===== src/rtl/wb_write_arbiter_pkg.sv =====
// Shared register-file write definitions: default widths, the hardwired-zero index
// and the layout of one queued long-latency result.
package wb_write_arbiter_pkg;

   localparam int REG_DATA_W = 32;
   localparam int REG_ADDR_W = 5;
   localparam int REG_ZERO   = 0;

   typedef struct packed {
      logic                  valid;
      logic [REG_ADDR_W-1:0] addr;
      logic [REG_DATA_W-1:0] data;
   } wb_entry_t;

endpackage


===== src/rtl/wb_result_queue.sv =====
// Ordered holding queue for long-latency results, with squash-by-address for
// entries overtaken by newer pipeline writes and two decode hazard lookups.
module wb_result_queue
   import wb_write_arbiter_pkg::*;
#(
   parameter int DATA_W = REG_DATA_W,
   parameter int ADDR_W = REG_ADDR_W,
   parameter int DEPTH  = 2,
   parameter int PTR_W  = $clog2(DEPTH),
   parameter int CNT_W  = $clog2(DEPTH) + 1
) (
   input  logic              clk,
   input  logic              rst,
   input  logic              push,
   input  logic              push_valid,
   input  logic [ADDR_W-1:0] push_addr,
   input  logic [DATA_W-1:0] push_data,
   input  logic              pop,
   input  logic              squash_en,
   input  logic [ADDR_W-1:0] squash_addr,
   output logic              head_valid,
   output logic [ADDR_W-1:0] head_addr,
   output logic [DATA_W-1:0] head_data,
   output logic [CNT_W-1:0]  count,
   input  logic [ADDR_W-1:0] chk_addr1,
   input  logic [ADDR_W-1:0] chk_addr2,
   output logic              chk_hit1,
   output logic              chk_hit2
);

   logic [DEPTH-1:0]  valid_q;
   logic [ADDR_W-1:0] addr_q [DEPTH];
   logic [DATA_W-1:0] data_q [DEPTH];
   logic [PTR_W-1:0]  head;
   logic [PTR_W-1:0]  tail;

   // A push never targets the head slot while it pops, since the arbiter stops
   // accepting at full; squash, pop and push therefore touch distinct state.
   always_ff @(posedge clk or negedge rst) begin
      if (!rst) begin
         head    <= '0;
         tail    <= '0;
         count   <= '0;
         valid_q <= '0;
         for (int i = 0; i < DEPTH; i++) begin
            addr_q[i] <= '0;
            data_q[i] <= '0;
         end
      end else begin
         for (int i = 0; i < DEPTH; i++) begin
            if (squash_en && valid_q[i] && (addr_q[i] == squash_addr))
               valid_q[i] <= 1'b0;
         end
         if (pop) begin
            valid_q[head] <= 1'b0;
            head          <= head + PTR_W'(1);
         end
         if (push) begin
            valid_q[tail] <= push_valid;
            addr_q[tail]  <= push_addr;
            data_q[tail]  <= push_data;
            tail          <= tail + PTR_W'(1);
         end
         if (push && !pop)
            count <= count + CNT_W'(1);
         else if (!push && pop)
            count <= count - CNT_W'(1);
      end
   end

   assign head_valid = valid_q[head];
   assign head_addr  = addr_q[head];
   assign head_data  = data_q[head];

   always_comb begin
      chk_hit1 = 1'b0;
      chk_hit2 = 1'b0;
      for (int i = 0; i < DEPTH; i++) begin
         if (valid_q[i] && (addr_q[i] == chk_addr1)) chk_hit1 = 1'b1;
         if (valid_q[i] && (addr_q[i] == chk_addr2)) chk_hit2 = 1'b1;
      end
      if (chk_addr1 == ADDR_W'(REG_ZERO)) chk_hit1 = 1'b0;
      if (chk_addr2 == ADDR_W'(REG_ZERO)) chk_hit2 = 1'b0;
   end

endmodule


===== src/rtl/wb_write_arbiter.sv =====
// Register-file write port arbiter: pipeline writes win, long-latency results
// bypass when the queue is empty or wait in order behind it.
module wb_write_arbiter
   import wb_write_arbiter_pkg::*;
#(
   parameter int DATA_W = REG_DATA_W,
   parameter int ADDR_W = REG_ADDR_W,
   parameter int DEPTH  = 2
) (
   input  logic                     clk,
   input  logic                     rst,
   input  logic                     pipe_we,
   input  logic [ADDR_W-1:0]        pipe_addr,
   input  logic [DATA_W-1:0]        pipe_data,
   input  logic                     lu_valid,
   output logic                     lu_ready,
   input  logic [ADDR_W-1:0]        lu_addr,
   input  logic [DATA_W-1:0]        lu_data,
   output logic                     rf_we,
   output logic [ADDR_W-1:0]        rf_addr,
   output logic [DATA_W-1:0]        rf_data,
   input  logic [ADDR_W-1:0]        chk_addr1,
   input  logic [ADDR_W-1:0]        chk_addr2,
   output logic                     chk_hit1,
   output logic                     chk_hit2,
   output logic [$clog2(DEPTH):0]   q_count
);

   localparam int CNT_W = $clog2(DEPTH) + 1;

   logic              pipe_act;
   logic              lu_acc;
   logic              lu_nonzero;
   logic              q_empty;
   logic              head_valid;
   logic [ADDR_W-1:0] head_addr;
   logic [DATA_W-1:0] head_data;
   logic              head_wr;
   logic              bypass;
   logic              pop;
   logic              push;
   logic              push_valid;

   assign pipe_act   = pipe_we && (pipe_addr != ADDR_W'(REG_ZERO));
   assign lu_ready   = (q_count < CNT_W'(DEPTH));
   assign lu_acc     = lu_valid && lu_ready;
   assign lu_nonzero = (lu_addr != ADDR_W'(REG_ZERO));
   assign q_empty    = (q_count == '0);

   assign head_wr    = !pipe_act && !q_empty && head_valid;
   assign bypass     = !pipe_act && q_empty && lu_acc && lu_nonzero;
   // Invalid heads drain regardless of the pipe so squashed slots never block.
   assign pop        = !q_empty && (head_wr || !head_valid);
   assign push       = lu_acc && lu_nonzero && !bypass;
   assign push_valid = !(pipe_act && (pipe_addr == lu_addr));

   always_comb begin
      rf_we   = 1'b0;
      rf_addr = pipe_addr;
      rf_data = pipe_data;
      if (pipe_act) begin
         rf_we = 1'b1;
      end else if (head_wr) begin
         rf_we   = 1'b1;
         rf_addr = head_addr;
         rf_data = head_data;
      end else if (bypass) begin
         rf_we   = 1'b1;
         rf_addr = lu_addr;
         rf_data = lu_data;
      end
   end

   wb_result_queue #(
      .DATA_W (DATA_W),
      .ADDR_W (ADDR_W),
      .DEPTH  (DEPTH)
   ) u_queue (
      .clk         (clk),
      .rst         (rst),
      .push        (push),
      .push_valid  (push_valid),
      .push_addr   (lu_addr),
      .push_data   (lu_data),
      .pop         (pop),
      .squash_en   (pipe_act),
      .squash_addr (pipe_addr),
      .head_valid  (head_valid),
      .head_addr   (head_addr),
      .head_data   (head_data),
      .count       (q_count),
      .chk_addr1   (chk_addr1),
      .chk_addr2   (chk_addr2),
      .chk_hit1    (chk_hit1),
      .chk_hit2    (chk_hit2)
   );

endmodule

===== config.mk =====
export PLATFORM = sky130hd
export DESIGN_NAME = wb_write_arbiter
export DESIGN_NICKNAME = d
export VERILOG_FILES = /design/src/rtl/wb_write_arbiter_pkg.sv /design/src/rtl/wb_result_queue.sv /design/src/rtl/wb_write_arbiter.sv
export SDC_FILE = /design/constraint.sdc
export NUM_CORES = 1
export LEC_CHECK = 0
export ABC_CLOCK_PERIOD_IN_PS = 2200
export BUFFER_PORTS_ARGS = -buffer_cell sky130_fd_sc_hd__buf_2
export CAP_MARGIN = 20
export CORE_MARGIN = 1
export CORE_UTILIZATION = 40
export DETAILED_ROUTE_END_ITERATION = 6
export PLACE_DENSITY = 0.76
export SETUP_SLACK_MARGIN = 0.2
export SLEW_MARGIN = 15
export SYNTH_ARGS = -nofsm -noshare
export SYNTH_HDL_FRONTEND = slang
export SYNTH_SLANG_ARGS = --single-unit

===== constraint.sdc =====
create_clock -name clk -period 2.2 [get_ports clk]
set_input_delay 0.22 -clock clk [delete_from_list [all_inputs] [get_ports clk]]
set_output_delay 0.22 -clock clk [all_outputs]
set_load 0.05 [all_outputs]

==> flow_summary_export.csv, run 1 <==
group,metric,value,unit
timing,tns,-242.9,ps
timing,finalHoldWorstSlack,148.9,ps
routing,drcViolationCount,12,
logic_synthesis,synth.avg_cell_area,12.54,µm²
floorplanning,start_util,0.4137,
clock_network,cts-htree-levels,3,
pwr,p_clk_frac,0.136,
clock_network,cts_tree,"yes",
pwr,power_per_cell_area,1520,nW/µm²
pwr,ir_worst_vdd,0.9814,mV
global_route,track_usage,0.2215,
layout,num_antenna_cells,0,
logic_synthesis,synth.area.top_cells,"dfrtp_1, mux2_2, mux2_4",
critical_path,startpoint_type,"register",
logic_synthesis,asyncSetResetFlopFracSynth,1.000,
clock_network,clk_path_buf_depth,2,
layout,final_cells,706,
clock_network,root_buffer,"clkbuf_16",
timing,rsz0062_at_grt,"true",
critical_path,reg2reg_depth,5,
critical_path,cp_data_required_time,1980,ps
logic_synthesis,ys_seq_area_frac,0.4202,
timing,final.setup.worst_slack,-43.68,ps
logic_synthesis,synth_cell_types,35,
logic_synthesis,synth_top_area_frac,0.4202,
logic_synthesis,synthTopCellsByCount,"mux2_2, dfrtp_1, o22ai_1",
clock_network,path_clk_slew,60,ps
floorplanning,rows,39,
routing,drt_iter0_drc,125,
floorplanning,dieArea,12350,µm²
logic_synthesis,ys.flop_type,"dfrtp_1",
layout,drive_above_1_share,0.7194,
timing,fmax,445.7,MHz
logic_synthesis,synth_seq_cells,80,
timing,fin_crit,2244,ps
routing,routed_wl,14050,µm
status,outcome,"complete, but fails checks",
floorplanning,core,11520,µm²
global_route,grt_pass1_vias,4360,
layout,final_net_count,648,
critical_path,timing.rr.start,"u_queue.count[1]",
floorplanning,die_w,111.1,µm
hold_path,min-delay-start,"lu_data[3]",
logic_synthesis,synth_edf_count,0,
clock_network,clkSinkCount,80,
hold_path,hp-class,"input pin to register",
clock_network,insertion_delay,330,ps
hold_path,whs_endpoint,"u_queue.data_q[35]",
placement,io_buffers,130,
logic_synthesis,yosys_warnings,0,
pwr,cellLeakagePower,3.295,nW
layout,area_delta_synth_final,59.40,%
critical_path,endpoint_kind,"output port",
critical_path,reg2reg_slack,460,ps
global_route,antenna_found_initial,0,
pwr,p_sw_frac,0.3927,
timing,fin_crit_sh,1.020,
routing,num_vias,3930,
timing,worst_slew_pin_slew,650.6,ps
floorplanning,pin_count,131,
routing,detail-route-antenna-nets,0,
run,cap_violations,0,
pwr,p_comb_frac,0.623,
logic_synthesis,synth_area,4765,µm²
hold_path,min_delay_path_depth,2,
global_route,overflow,0,
timing,skew,8.877,ps
timing,relSlewSlack,0.5663,
placement,routabilityCongestion,0.8177,
timing,final-hold-violation-count,0,
logic_synthesis,yosys.area.top_type,"dfrtp_1",
pwr,p_int,0.007008,W
placement,dp_cells,660,
clock_network,cts_made_buffers,9,
logic_synthesis,synth.most_common_cell,"mux2_2",
global_route,grt_max_degree,51,
critical_path,r2r_end,"u_queue.data_q[30]",
logic_synthesis,synthCells,380,
status,violations,"DRC, setup timing",
routing,wire_per_inst,19.90,µm
critical_path,crit_fanout,8,
critical_path,cp_data_arrival_time,2020,ps
timing,finalMaxSlewViolations,0,
logic_synthesis,synth_nets,469,
global_route,grt_pass1_wl,21700,µm
routing,dr.pass1.iters,7,
routing,vias_per_cell,5.567,
pwr,p_switching,0.004532,W
placement,post-dp-hpwl,9252,µm
pwr,seqPwrFrac,0.241,
floorplanning,die_h,111.1,µm
critical_path,crit_type,"register to output port",
timing,setup_viol,16,
-- power groups by stage --
stage / clock network (W) / logic (W) / registers [W]
finish: 0.00157 / 0.00719 / 0.00278
global route: 0.00168 / 0.00754 / 0.00286
CTS: 0.00160 / 0.00675 / 0.00279
detailed placement: 0 / 0.00586 / 0.00280
global placement: 0 / 0.00572 / 0.00273
floorplan: 0 / 0.00460 / 0.00269
-- state kept, by name, summed over array words and instances, names as in the netlist --
| register | flops |
|---|---|
| u_queue.addr_q | 10 |
| u_queue.count | 2 |
| u_queue.data_q | 64 |
| u_queue.head | 1 |
| u_queue.tail | 1 |
| u_queue.valid_q | 2 |
-- cells in the final DEF, fill, tap and decap left out, drive strengths merged, types with 2 or more instances in the layout --
cell,synthesis,routed
nand3,8,8
clkbuf,12,12
mux2i,2,2
nor3,2,2
o22ai,39,39
inv,4,3
or4,3,3
bufinv,0,2
xnor2,16,16
nor4,6,6
o21ai,2,2
clkinvlp,0,3
buf,18,195
mux2,111,111
or3,2,2
dfrtp,80,80
a21oi,3,3
a2bb2oi,36,36
xor2,24,24
nor2,4,4
-- worst max-delay path: stages (launching register included) --
cell,delay (ps)
dfrtp_2,380
buf_6,110
clkinvlp_4,90
a21o_4,230
a21oi_4,160
buf_12,190
buf_12,170
a2bb2oi_2,170
buf_6,180
-- worst max-delay path by stage --
| stage | start | endpoint | slack [ps] | cells past startpoint |
|---|---|---|---|---|
| 2_1_floorplan | u_queue.count[1] | rf_addr[0] | -170 | 5 |
| 3_3_place_gp | pipe_addr[0] | rf_data[2] | 9 | 7 |
| 3_5_place_dp | pipe_addr[0] | u_queue.data_q[39] | -50 | 8 |
| 4_1_cts | u_queue.head | rf_data[31] | -40 | 7 |
| 5_1_grt | u_queue.head | rf_data[2] | -80 | 7 |
| 6_report | u_queue.count[1] | rf_data[2] | -40 | 8 |
-- area by class of cell --
cell class / count / area (µm²)
fillers: 823 / 3921
multi-input cells: 266 / 3327
flip-flops and latches: 80 / 2016
repair buffers: 198 / 1742
clock buffers: 10 / 229.0
well taps: 143 / 178.9
clock inverters: 5 / 83.83
inverters: 4 / 18.77
-- repair_timing --
| action | in CTS | in global routing |
|---|---|---|
| cloned | 3 | 2 |
| hold buffers | 1 | 0 |
| endpoints found under the hold margin | 48 | 0 |
| pin swaps | 7 | 12 |
| gates resized for setup | 114 | 29 |
| setup buffers | 14 | 11 |
| setup endpoints to repair | 72 | 40 |
-- metrics by stage --
| stage | utilization | instance area (µm²) | total power, W | worst slack [ps] |
|---|---|---|---|---|
| 3_5_place_dp | 0.5564 | 6407 | 0.008656 | -54.69 |
| 3_3_place_gp | 0.5564 | 6407 | 0.008449 | 8.705 |
| 5_1_grt | 0.6595 | 7595 | 0.01208 | -82.74 |
| 4_1_cts | 0.6372 | 7338 | 0.01114 | -37.84 |
| 2_1_floorplan | - | 5369 | 0.007295 | -173.9 |
| 6_report | 0.6595 | 7595 | 0.01154 | -43.68 |
-- cells by family (layout without fill, tap and decap cells) --
group	count (synthesis)	in the layout	synth area share
compound gates	87	87	0.1402
xor+xnor	40	40	0.07353
fa+ha+maj	1	1	0.002626
buf+inv	34	217	0.04175
flops	80	80	0.4202
mux	113	113	0.2878
simple gates	25	25	0.03388
-- metal layers --
layer,GRT usage,part of all wire,up-vias
li1,-,-,1801
met4,0.07658,0.014,0
met5,0,0,-
met2,0.4084,0.54,113
met1,0.2602,0.41,1998
met3,0.03445,0.033,18
(Power assumes the default switching activity.)
==> run 2, diff against run 1 <==
--- a/config.mk
+++ b/config.mk
@@ -9,9 +9,9 @@
 export BUFFER_PORTS_ARGS = -buffer_cell sky130_fd_sc_hd__buf_2
 export CAP_MARGIN = 20
 export CORE_MARGIN = 1
-export CORE_UTILIZATION = 40
+export CORE_UTILIZATION = 53
 export DETAILED_ROUTE_END_ITERATION = 6
-export PLACE_DENSITY = 0.76
+export PLACE_DENSITY = 0.93
 export SETUP_SLACK_MARGIN = 0.2
 export SLEW_MARGIN = 15
 export SYNTH_ARGS = -nofsm -noshare
==> run 2 against run 1 <==
  * The run ends with setup timing left
  * Setup slack lost 150 ps
  * Maximum frequency fell by 6.2%
  * Clock skew grew 0.65 ps
  * Flip-flop and latch count unchanged
  * Critical endpoint is now rf_addr[4]
  * Register-to-register slack worse by 90 ps
  * Largest power group unchanged
  * Cell area is 1.5% lower
  * Clock-buffer cell count fell by 1
  * Combinational power up 5.7%
  * Hold slack worse by 26 ps
==> flow_summary_export.csv, run 2 (synthesis results as in run 1) <==
group,metric,value,unit
layout,regMostFlops,"u_queue.data_q",
placement,routabilityCongestion,0.9104,
floorplanning,rows,34,
floorplanning,die_h,96.82,µm
timing,fmax,418.2,MHz
critical_path,startpoint_type,"register",
global_route,grt_pass1_wl,25030,µm
layout,layout_commonest_cell,"buf_2",
global_route,track_usage,0.3437,
routing,vias_per_cell,6.385,
clock_network,cts_tree,"yes",
routing,wire_per_inst,25.33,µm
placement,placedInstanceArea,6349,µm²
routing,num_vias,4284,
critical_path,cp_data_required_time,1980,ps
pwr,power_per_cell_area,1555,nW/µm²
clock_network,root_buffer,"clkbuf_8",
critical_path,endpoint_kind,"output port",
routing,detail-route-antenna-nets,0,
placement,io_buffers,130,
critical_path,cp_data_arrival_time,2170,ps
global_route,overflow,0,
timing,final-hold-violation-count,0,
global_route,grt_max_degree,47,
layout,final_net_count,647,
status,violations,"setup timing",
clock_network,path_clk_slew,100,ps
floorplanning,pin_count,131,
run,cap_violations,0,
clock_network,cts-htree-levels,3,
timing,rsz0062_at_grt,"true",
timing,relSlewSlack,0.6142,
floorplanning,dieArea,9373,µm²
critical_path,crit_type,"register to output port",
timing,fin_crit_sh,1.087,
layout,final_util,0.8577,
floorplanning,die_w,96.82,µm
layout,top_regs,"u_queue.data_q (64), u_queue.addr_q (10)",
layout,drive_above_1_share,0.7371,
global_route,grt_pass1_vias,4614,
timing,tns,-3554,ps
timing,skew,9.524,ps
timing,worst_slew_pin_slew,573.4,ps
clock_network,clk_path_buf_depth,2,
layout,largest_reg_flops,64,
layout,num_antenna_cells,0,
routing,routed_wl,17000,µm
clock_network,insertion_delay,360,ps
layout,n_fill_cell,385,
critical_path,crit_fanout,5,
timing,finalMaxSlewViolations,0,
clock_network,cts_made_buffers,9,
timing,fin_crit,2391,ps
layout,stdcell_area,7480,µm²
floorplanning,core,8721,µm²
status,outcome,"complete, but fails checks",
global_route,antenna_found_initial,0,
layout,area_delta_synth_final,56.99,%
placement,post-dp-hpwl,9269,µm
pwr,cellLeakagePower,3.278,nW
routing,dr.pass1.iters,4,
layout,final_cell_mix,"buf_2, mux2_2, dfrtp_1",
hold_path,hp-class,"input pin to register",
floorplanning,start_util,0.5463,
routing,drcViolationCount,0,
routing,drt_iter0_drc,232,
pwr,ir_worst_vdd,0.9721,mV
clock_network,clkSinkCount,80,
timing,setup_viol,36,
timing,final.setup.worst_slack,-191.1,ps
[run 2: changes by cell type in the layout (fill, tap and decap cells not counted), sizes merged]
cell,previous run,this run
buf,195,194
bufbuf,0,1
bufinv,2,1
clkbuf,12,10
clkinv,1,2
clkinvlp,3,1
inv,3,7
[run 2: what timing repair did]
item                       4_1_cts  5_1_grt
setup endpoints to repair       40       74
hold endpoints to repair        34        0
gates cloned                     5        1
gates resized for setup        127       20
hold buffers                     1        0
pin swaps                        5       16
setup buffers                   15       10
[run 2: stage by stage]
| stage | instances | setup slack [ps] | total power (W) | hold slack [ps] |
|---|---|---|---|---|
| floorplan | 380 | -173.9 | 0.007295 | -75.59 |
| global placement | 623 | 53.12 | 0.008374 | 201.7 |
| detailed placement | 623 | -0.8855 | 0.008615 | 211.9 |
| CTS | 660 | -100.0 | 0.01100 | 120.9 |
| global route | 671 | -237.2 | 0.01202 | 115.8 |
| finish | 671 | -191.1 | 0.01163 | 122.9 |
[run 2: cell type report]
type	count	area [µm²]	share of cell area
clock buffers	9	123.9	0.01656
repair buffers	197	1710	0.2287
well taps	108	135.1	0.01807
inverters	4	18.77	0.002509
clock inverters	7	77.57	0.01037
flip-flops and latches	80	2016	0.2695
multi-input cells	266	3398	0.4543
[run 2: layer usage]
| metal | vias up | share of wire | global-route usage |
|---|---|---|---|
| met5 | - | 0 | 0 |
| met4 | 0 | 0.054 | 0.1550 |
| met3 | 87 | 0.063 | 0.06431 |
| met2 | 249 | 0.51 | 0.6181 |
| met1 | 2143 | 0.37 | 0.3943 |
| li1 | 1805 | - | - |
[run 2: path summary, 6_finish.rpt]
check,start,endpoint,slack [ps],cells after the start
worst max-delay path,u_queue.head,rf_addr[4],-190,8
min in group asynchronous,rst,u_queue.data_q[34],350,2
worst min-delay path,lu_data[20],u_queue.data_q[52],120,2
worst max register to register,u_queue.count[0],u_queue.addr_q[6],370,6
worst min register to register,u_queue.data_q[24],u_queue.data_q[24],510,1
max in group asynchronous,rst,u_queue.data_q[4],1230,3
[run 2: critical path, stage by stage (launching register included)]
cell and delay [ps]:
dfrtp_2 440, mux2i_2 180, a21o_4 220, a21oi_4 220
buf_6 160, buf_6 100, buf_12 130, a2bb2oi_2 180
buf_6 180
[run 2: power breakdown]
group          total [W]  internal, W  switching (W)
clock network    0.00116     0.000542       0.000623
logic            0.00760      0.00389        0.00372
registers        0.00287      0.00225       0.000621
total             0.0116      0.00667        0.00496
==> run 3, diff against run 2 <==
--- a/config.mk
+++ b/config.mk
@@ -11,7 +11,7 @@
 export CORE_MARGIN = 1
 export CORE_UTILIZATION = 53
 export DETAILED_ROUTE_END_ITERATION = 6
-export PLACE_DENSITY = 0.93
+export PLACE_DENSITY = 0.81
 export SETUP_SLACK_MARGIN = 0.2
 export SLEW_MARGIN = 15
 export SYNTH_ARGS = -nofsm -noshare
==> run 3 against run 2 <==
  * The flow still finishes with violations (setup timing)
  * Hold slack got worse by 0.73 ps
  * Global-route usage fell by 4.8 points
  * Clock skew rose by 11 ps
  * Power fell by 6.5%
  * Wire length fell by 19%
  * Maximum frequency rose by 2.3%
  * Sequential share of layout area rose by 0.93 points
  * Critical path type unchanged
  * Critical endpoint is now rf_data[3]
  * Largest power group unchanged
==> flow_summary_export.csv, run 3 (synthesis results as in run 1) <==
group,metric,value,unit
layout,final_cells,654,
layout,drive_above_1_share,0.7125,
pwr,p_int,0.006350,W
global_route,overflow,0,
timing,fin_crit,2338,ps
status,violations,"setup timing",
layout,regMostFlops,"u_queue.data_q",
global_route,grt_pass1_wl,21780,µm
pwr,ir_worst_vdd,1.119,mV
pwr,p_sw_frac,0.4162,
routing,routed_wl,13770,µm
critical_path,crit_fanout,6,
timing,final-hold-violation-count,0,
critical_path,endpoint_kind,"output port",
placement,routabilityCongestion,0.9078,
layout,num_antenna_cells,0,
timing,finalMaxSlewViolations,0,
floorplanning,die_w,96.82,µm
critical_path,crit_type,"register to output port",
timing,skew,20.55,ps
critical_path,timing.rr.start,"u_queue.count[1]",
clock_network,insertion_delay,350,ps
global_route,antenna_found_initial,0,
critical_path,worstSetupStartpoint,"u_queue.count[1]",
layout,final_cell_mix,"buf_2, mux2_2, dfrtp_1",
pwr,p_comb_frac,0.643,
status,outcome,"complete, but fails checks",
floorplanning,die_h,96.82,µm
floorplanning,core,8721,µm²
floorplanning,start_util,0.5463,
hold_path,hp-class,"input pin to register",
routing,vias_per_cell,5.985,
critical_path,cp_data_required_time,1980,ps
routing,detail-route-antenna-nets,0,
hold_path,min-delay-start,"lu_data[0]",
clock_network,cts_made_buffers,9,
routing,drt_iter0_drc,142,
floorplanning,pin_count,131,
global_route,track_usage,0.2959,
routing,drcViolationCount,0,
timing,rsz0062_at_grt,"true",
pwr,seqPwrFrac,0.259,
floorplanning,dieArea,9373,µm²
timing,final.setup.worst_slack,-137.7,ps
clock_network,clkSinkCount,80,
routing,wire_per_inst,21.06,µm
routing,num_vias,3914,
pwr,power_per_cell_area,1504,nW/µm²
clock_network,root_buffer,"clkbuf_8",
timing,relSlewSlack,0.5870,
layout,layout_commonest_cell,"buf_2",
placement,dp_cells,618,
timing,fin_crit_sh,1.063,
placement,io_buffers,130,
critical_path,cp_data_arrival_time,2120,ps
global_route,grt_pass1_vias,4218,
layout,area_delta_synth_final,51.76,%
clock_network,cts-htree-levels,3,
pwr,cellLeakagePower,3.129,nW
global_route,grt_max_degree,49,
layout,final_net_count,630,
pwr,p_clk_frac,0.099,
timing,worst_slew_pin_slew,619.6,ps
placement,post-dp-hpwl,8713,µm
critical_path,startpoint_type,"register",
pwr,p_switching,0.004526,W
layout,largest_reg_flops,64,
clock_network,cts_tree,"yes",
routing,dr.pass1.iters,5,
timing,tns,-2966,ps
floorplanning,rows,34,
clock_network,path_clk_slew,90,ps
layout,top_regs,"u_queue.data_q (64), u_queue.addr_q (10)",
clock_network,clk_path_buf_depth,2,
timing,setup_viol,37,
run,cap_violations,0,
timing,fmax,427.8,MHz
[run 3: cell count changes in the layout (fill, tap and decap cells not counted), sizes merged]
cell / before / now
buf: 194 / 179
inv: 7 / 4
clkinvlp: 1 / 3
bufbuf: 1 / 0
[run 3: through the flow]
| step | worst slack, ps | instance area, µm² | utilization | power, W | hold slack, ps |
|---|---|---|---|---|---|
| 2_1_floorplan | -173.9 | 5369 | - | 0.007295 | -75.59 |
| 3_3_place_gp | 32.87 | 6336 | 0.7265 | 0.008413 | 272.7 |
| 3_5_place_dp | -1.353 | 6336 | 0.7265 | 0.008598 | 272.7 |
| 4_1_cts | -123.5 | 7047 | 0.8080 | 0.01051 | 111.1 |
| 5_1_grt | -209.0 | 7231 | 0.8291 | 0.01137 | 111.0 |
| 6_report | -137.7 | 7231 | 0.8291 | 0.01088 | 122.1 |
[run 3: final cells by class]
| type | instances | area, µm² |
|---|---|---|
| flip-flops and latches | 80 | 2016 |
| fillers | 441 | 1490 |
| inverters | 4 | 18.77 |
| clock inverters | 6 | 67.56 |
| multi-input cells | 266 | 3331 |
| clock buffers | 10 | 127.6 |
| repair buffers | 180 | 1535 |
| well taps | 108 | 135.1 |
[run 3: per-layer routing]
metal	global-route usage	up-vias	part of all wire
li1	-	1766	-
met1	0.3475	1987	0.40
met2	0.5314	142	0.53
met3	0.06069	19	0.056
met4	0.1068	0	0.017
met5	0	-	0
[run 3: what timing repair did]
action	4_1_cts	5_1_grt
gates cloned	2	0
endpoints found under the setup margin	40	40
hold endpoints to repair	46	0
buffers inserted	9	8
gates resized for setup	103	29
pin swaps	5	13
hold buffers	1	0
[run 3: worst paths after layout]
kind	to	slack [ps]	cells past startpoint
max	rf_data[3]	-140	7
min	u_queue.data_q[32]	120	2
max reg2reg	u_queue.count[1]	340	7
min reg2reg	u_queue.data_q[19]	510	1
max in group asynchronous	u_queue.addr_q[0]	1030	3
min in group asynchronous	u_queue.data_q[62]	420	2
[run 3: power groups by stage]
stage	clock, W	combinational (W)	sequential (W)
after floorplan	0	0.00460	0.00269
after global placement	0	0.00567	0.00274
after detailed placement	0	0.00580	0.00280
after CTS	0.00110	0.00664	0.00278
after global routing	0.00116	0.00733	0.00289
final	0.00107	0.00699	0.00281
[run 3: critical path: stages, from the launching register on]
cell and delay (ps):
dfrtp_2 420, or3_4 400, a21oi_4 200, buf_4 150, buf_12 110, buf_16 140, a2bb2oi_2 160, buf_6 180
